`config.mk`:
```
export PLATFORM = sky130hd
export DESIGN_NAME = turn_req_gen
export DESIGN_NICKNAME = d
export VERILOG_FILES = /design/src/rtl/turn_req_gen.sv
export SDC_FILE = /design/constraint.sdc
export NUM_CORES = 1
export LEC_CHECK = 0
export CAP_MARGIN = 20
export CORE_ASPECT_RATIO = 0.9
export CORE_MARGIN = 3
export CORE_UTILIZATION = 65
export CTS_CLUSTER_SIZE = 40
export DETAILED_ROUTE_END_ITERATION = 16
export PLACE_DENSITY = 0.84
export SYNTH_ARGS = -nofsm -noshare
export SYNTH_HDL_FRONTEND = slang
export SYNTH_SLANG_ARGS = --single-unit
```
`constraint.sdc`:
```
create_clock -name clk -period 4.2 [get_ports clk]
set_input_delay 0.63 -clock clk [delete_from_list [all_inputs] [get_ports clk]]
set_output_delay 0.63 -clock clk [all_outputs]
set_load 0.01 [all_outputs]
```
`src/rtl/turn_req_gen.sv`:
```
// Turn-request front end: button sync/debounce, request toggle, step prescaler, drain-to-rest FSM.
// Optional step-count auto-stop is built when TURN_TIMEOUT_EN is defined.
module turn_req_gen #(
  parameter int unsigned DEB_CYCLES    = 1_000_000,
  parameter int unsigned TICK_DIV      = 25_000_000,
  parameter int unsigned TIMEOUT_STEPS = 64
) (
  input  logic       clk,
  input  logic       reset,
  input  logic       btn_raw,
  output logic       enable,
  output logic       step,
  output logic       active,
  output logic [1:0] phase
);

  localparam int unsigned DEB_W = $clog2(DEB_CYCLES);
  localparam int unsigned CNT_W = $clog2(TICK_DIV);

  typedef enum logic [1:0] {IDLE, ACTIVE, DRAIN} state_t;

  state_t           state;
  logic             sync_1;
  logic             btn_sync;
  logic             btn_db;
  logic             btn_db_q;
  logic [DEB_W-1:0] deb_cnt;
  logic [CNT_W-1:0] cnt;
  logic [CNT_W-1:0] cnt_nxt;
  logic [1:0]       phase_upd;
  logic             press;
  logic             req;
  logic             wrap;

`ifdef TURN_TIMEOUT_EN
  localparam int unsigned TO_W = $clog2(TIMEOUT_STEPS + 1);

  logic [TO_W-1:0] to_cnt;
  logic            timeout;

  // Steps spent in ACTIVE; held at zero elsewhere so every entry starts fresh
  always_ff @(posedge clk) begin
    if (reset) begin
      to_cnt <= '0;
    end else if (state != ACTIVE) begin
      to_cnt <= '0;
    end else if (step) begin
      to_cnt <= to_cnt + TO_W'(1);
    end
  end

  assign timeout = (state == ACTIVE) && step && (to_cnt == TO_W'(TIMEOUT_STEPS - 1));
`endif

  // Press edge, step strobe and the phase value the FSM decides on
  always_comb begin
    press     = btn_db & ~btn_db_q;
    step      = (state != IDLE) && (cnt == CNT_W'(TICK_DIV - 1));
    phase_upd = step ? phase + 2'd1 : phase;
    wrap      = step && (phase == 2'd3);
    cnt_nxt   = step ? '0 : cnt + CNT_W'(1);
`ifdef TURN_TIMEOUT_EN
    req       = press | timeout;
`else
    req       = press;
`endif
  end

  // Two-flop synchroniser followed by a run-length debouncer
  always_ff @(posedge clk) begin
    if (reset) begin
      sync_1   <= 1'b0;
      btn_sync <= 1'b0;
      btn_db   <= 1'b0;
      btn_db_q <= 1'b0;
      deb_cnt  <= '0;
    end else begin
      sync_1   <= btn_raw;
      btn_sync <= sync_1;
      btn_db_q <= btn_db;
      if (btn_sync != btn_db) begin
        if (deb_cnt == DEB_W'(DEB_CYCLES - 1)) begin
          btn_db  <= btn_sync;
          deb_cnt <= '0;
        end else begin
          deb_cnt <= deb_cnt + DEB_W'(1);
        end
      end else begin
        deb_cnt <= '0;
      end
    end
  end

  // Request FSM; in DRAIN a press wins over a simultaneous wrap to rest
  always_ff @(posedge clk) begin
    if (reset) begin
      state  <= IDLE;
      enable <= 1'b0;
      active <= 1'b0;
      phase  <= 2'd0;
      cnt    <= '0;
    end else begin
      phase <= phase_upd;
      case (state)
        IDLE: begin
          cnt <= '0;
          if (press) begin
            state  <= ACTIVE;
            enable <= 1'b1;
            active <= 1'b1;
          end
        end
        ACTIVE: begin
          cnt <= cnt_nxt;
          if (req) begin
            enable <= 1'b0;
            if (phase_upd == 2'd0) begin
              state  <= IDLE;
              active <= 1'b0;
              cnt    <= '0;
            end else begin
              state <= DRAIN;
            end
          end
        end
        DRAIN: begin
          cnt <= cnt_nxt;
          if (press) begin
            state  <= ACTIVE;
            enable <= 1'b1;
          end else if (wrap) begin
            state  <= IDLE;
            active <= 1'b0;
            cnt    <= '0;
          end
        end
        default: begin
          state  <= IDLE;
          enable <= 1'b0;
          active <= 1'b0;
          cnt    <= '0;
        end
      endcase
    end
  end

endmodule
```
# After elaboration in Yosys (flattened, before gate mapping)

Index checks and enable logic that the tools add are counted.

Flip-flop bits (word level): 55
Bits of input ports: 3
Output and inout port bits: 5
Word-level logic and storage cells: 61

$add $sub $neg: 3
Equality and inequality tests: 13
Mux-type cells: 21
Bitwise logic cells: 3
Reduce and logical (&&, ||, !) cells: 11

Operators by type and width:

| operator                                                                | count |
|---|---|
| 25-bit two-way mux                                                      | 5 |
| 25-bit case mux with 2 select lines                                     | 1 |
| 25-bit by 1-bit adder with 25-bit output, second input constant         | 1 |
| 25-bit equality test, second input constant                             | 1 |
| 20-bit by 1-bit adder with 20-bit output, second input constant         | 1 |
| 20-bit equality test, second input constant                             | 1 |
| 2-bit two-way mux                                                       | 6 |
| 2-bit inequality test, second input constant                            | 5 |
| 1-bit two-way mux                                                       | 6 |
| 2-bit case mux with 3 select lines                                      | 1 |
| 5-bit AND reduction                                                     | 1 |
| 2-bit equality test, second input constant                              | 2 |
| 2-bit zero test                                                         | 2 |
| 2-bit AND reduction                                                     | 2 |
| 3-bit inequality test, second input constant                            | 1 |
| 1-bit case mux with 3 select lines                                      | 1 |
| 3-bit AND reduction                                                     | 1 |
| 3-bit OR reduction                                                      | 1 |
| 2-bit by 1-bit adder with 2-bit output, second input constant           | 1 |
| 2-bit by 1-bit equality test with 1-bit output, second input constant   | 1 |
| 1-bit logical AND                                                       | 2 |
| 2-bit by 1-bit inequality test with 1-bit output, second input constant | 1 |
| 1-bit inverter                                                          | 2 |
| 1-bit case mux with 2 select lines                                      | 1 |
| 4 further kinds                                                         | 4 |

# Depth between registers and ports, before layout

Depth after elaboration: 7
Mapped depth: 9
Mapped depth without buffers: 7

# Worst setup path before layout

OpenSTA, ideal clock, no wires.

Kind: reg-to-output
From: reg state[0]
To: out step
Arrival time: 1.531 ns
Data required time: 3.570 ns
Slack: 2.039 ns
Stages on the path, launching flop included: 6
Buffers on the path: 0
Cell sequence: dfxtp_1 -> inv_1 -> ha_1 -> nor4_1 -> nand4_2 -> nor3_1

Word-level cells in the longest chain between the ends: 2

RTL lines:

| item                   | RTL line | text |
|---|---|---|
| from (decl)            | 22       | `state_t state;` |
| from (signal assigned) | 97       | `state <= IDLE;` |
| from (signal assigned) | 108      | `state <= ACTIVE;` |
| from (signal assigned) | 118      | `state <= IDLE;` |
| 2-bit nonzero test     | 58       | `step = (state != IDLE) && (cnt == CNT_W'(TICK_DIV - 1));` |
| 1-bit logical AND      | 58       |  |
| to (decl)              | 12       | `output logic step,` |

No other way between the ends.

# Worst setup path in the final report

Same ends and word-level chain as after synthesis.

==> metrics.cfg <==
[synth]
ys_seq_area_share_pct=40.6
syn-num-nets=296
synth_top_area_cell=dfxtp_1
ys.flop_type=dfxtp_1
netlist_area_sq_um=2710
async_reset_ff_share_pct=0
synth_top_area_share_pct=40.6
synth.avg_cell_area_sq_um=9.48
synth_edf_count=0
ys_ff_latch=55
synth_common_cells=dfxtp_1, nor2_1, xnor2_1, nand2_1, xor2_1
yosys.cell_types.count=42
ys_warn_count=0
yosysMostFrequentCell=dfxtp_1
syn_inst=286
synth_area_leaders=dfxtp_1, xnor2_1, nor2_4, xor2_1, nor2_1

[die]
boundaryPins=8
start_util_pct=70.2
die-height_microns=67.3
die_x_microns=74.1
rows=21
die-area_sq_um=4990
core_sq_um=3860

[grt]
use_met1_pct=28.4
grt_pass1_vias=1765
met2_usage_pct=31.1
grtUsageMet3_pct=5.21
track_usage_pct=20.5
grt_max_degree=26
grt_pass1_wl_microns=7820
grt_antenna_before_repair=0
overflow=0
grt-busiest-layer=met2

[routing]
dr.pass1.iters=4
via_count=1904
routed_wl_microns=4480
drt-initial-drc-count=93
vias_per_cell=5.60
ant_nets=0
drc=0
wl_per_cell_microns=13.2

[sta]
skew_ns=0.00746
setup_viol=0
maxSlewViolCount=0
hold_viol=0
relSlewSlack_pct=57.3
worst_pin_slew_ns=0.641
timing.fmax_ghz=0.328
worst_hold_slack_ns=0.445
rsz0062_at_grt=false
fin_crit_sh_pct=72.7
fin_crit_ns=3.05
setup_tns_ns=0

[critical_path]
r2r-start=state[0]
crit_path_max_fanout=5
cp.required_ns=3.57
worstPathCellList=inv_1 > ha_1 > nor4_1 > nand4_2 > nor3_1 > clkdlybuf4s50_1
critPathLaunchType=register
r2r_slack_ns=1.74
slowest_delay_ns=0.57
regToRegEndpoint=cnt[5]
cp-end-kind=output port
critPathSlowestCell=clkdlybuf4s50_1
r2r.worst_path.cells=7
crit_type=register to output port
worstPathArrival_ns=2.42

[placement]
hpwl_microns=3200
place_area_sq_um=2770
portBuffers=7
finalWeightedCongestion=0.763
numPlacedInstances=332

[cts]
cts.path.max_buffers=2
postCtsHoldBufs=0
tritoncts=done
path_clk_slew_ns=0.09
clk_latency_ns=0.30
clkSinkCount=55
cts_root_buf=clkbuf_8
h-tree-depth=2
cts_resized=0
cts_setup_buffers=0
numCtsBuffers=5

[status]
status=finished clean

[hold_path]
min-delay-start=sync_1
hold_end=btn_sync
min_path_type=register to register
hold_depth=1

[job]
max_cap_viol_count=0

[power]
comb_power_share_pct=0.8
clockPowerShare_pct=40.1
switching_power_w=0.000166
seqPwrFrac_pct=59.1
p_int_w=0.000718
power_density_nw_per_um2=306
ir_drop_v=0.000327
p_leak_nw=0.890
swShare_pct=18.8

[final_layout]
nets=303
final_cell_count_no_fill=340
utilization_pct=74.8
area_growth_pct=6.46
antenna_cells=0
design_area_sq_um=2890
layout-drive-gt1-share_pct=13.3

## cells in the final DEF, fill, tap and decap left out, types with 2 or more instances in the layout
cell,instances
xor2_1,18
nand2b_1,4
nand4_2,2
nor2b_1,4
nor2_1,41
nand3_1,13
nor3_2,3
nor4b_1,4
nor4_1,3
ha_1,7
dfxtp_1,55
a21o_1,2
clkdlybuf4s50_1,7
clkbuf_8,6
a211oi_1,2
inv_1,7
nand2_1,20
and4_1,2
nand4_1,7
mux2i_1,4
o21ai_0,2
and3_1,9
nor2_4,14
nor2_2,6
a21oi_1,4
nor3_1,6
or3_1,4
xnor2_1,24
## layer usage
layer / part of all wire (%) / vias up
met3: 3.0 / 2
met5: 0 / -
met2: 45 / 23
met1: 51 / 895
li1: - / 984
met4: 0.67 / 0
## sequential cells by signal, summed over array words and instances (netlist names)
register  cells
btn_db        1
btn_db_q      1
state         2
sync_1        1
phase         2
btn_sync      1
cnt          25
enable        1
active        1
deb_cnt      20
## stage by stage
stage / worst slack (ns) / total power, W
6_report: 1.15 / 0.000885
4_1_cts: 1.14 / 0.000895
3_5_place_dp: 1.49 / 0.000542
2_1_floorplan: 2.04 / 0.000539
5_1_grt: 0.871 / 0.000916
3_3_place_gp: 1.52 / 0.000542
## worst max path at each step
stage / start / to / slack [ns]
after CTS: state[0] / step / 1.14
after global placement: state[0] / step / 1.52
after floorplan: state[0] / step / 2.04
final: state[0] / step / 1.15
after detailed placement: state[0] / step / 1.49
after global routing: state[0] / step / 0.87
## worst max-delay path, delay by kind of cell, from the launching register on
kind,cells,cell delay [ns]
fa+ha+maj,1,0.25
simple gates,3,0.82
buf+inv,2,0.66
flops,1,0.39
## cell type report
type	count	area (sq um)
well taps	46	57.6
clock inverters	2	35.0
clock buffers	6	82.6
repair buffers	7	70.1
inverters	7	26.3
flip-flops and latches	55	1100
fillers	274	975
multi-input cells	217	1520
## power by group through the flow
| stage | Sequential [W] | Clock (W) | Combinational (W) |
|---|---|---|---|
| 2_1_floorplan | 0.000535 | 0 | 0.00000426 |
| 3_3_place_gp | 0.000535 | 0 | 0.00000697 |
| 3_5_place_dp | 0.000535 | 0 | 0.00000689 |
| 4_1_cts | 0.000523 | 0.000365 | 0.00000697 |
| 5_1_grt | 0.000523 | 0.000385 | 0.00000789 |
| 6_report | 0.000523 | 0.000355 | 0.00000690 |
## cell families (layout without fill, tap and decap cells)
group	Yosys count	in the layout	share of synthesized area (%)
AO/OA/AOI/OAI	14	14	3.51
XOR/XNOR	42	42	13.6
AND/OR/NAND/NOR	150	150	34.1
adder cells (fa/ha/maj)	7	7	3.23
flip-flops	55	55	40.6
multiplexers	4	4	1.48
buffers and inverters	14	22	3.55
Note: power is estimated with default switching activity, not from simulation.
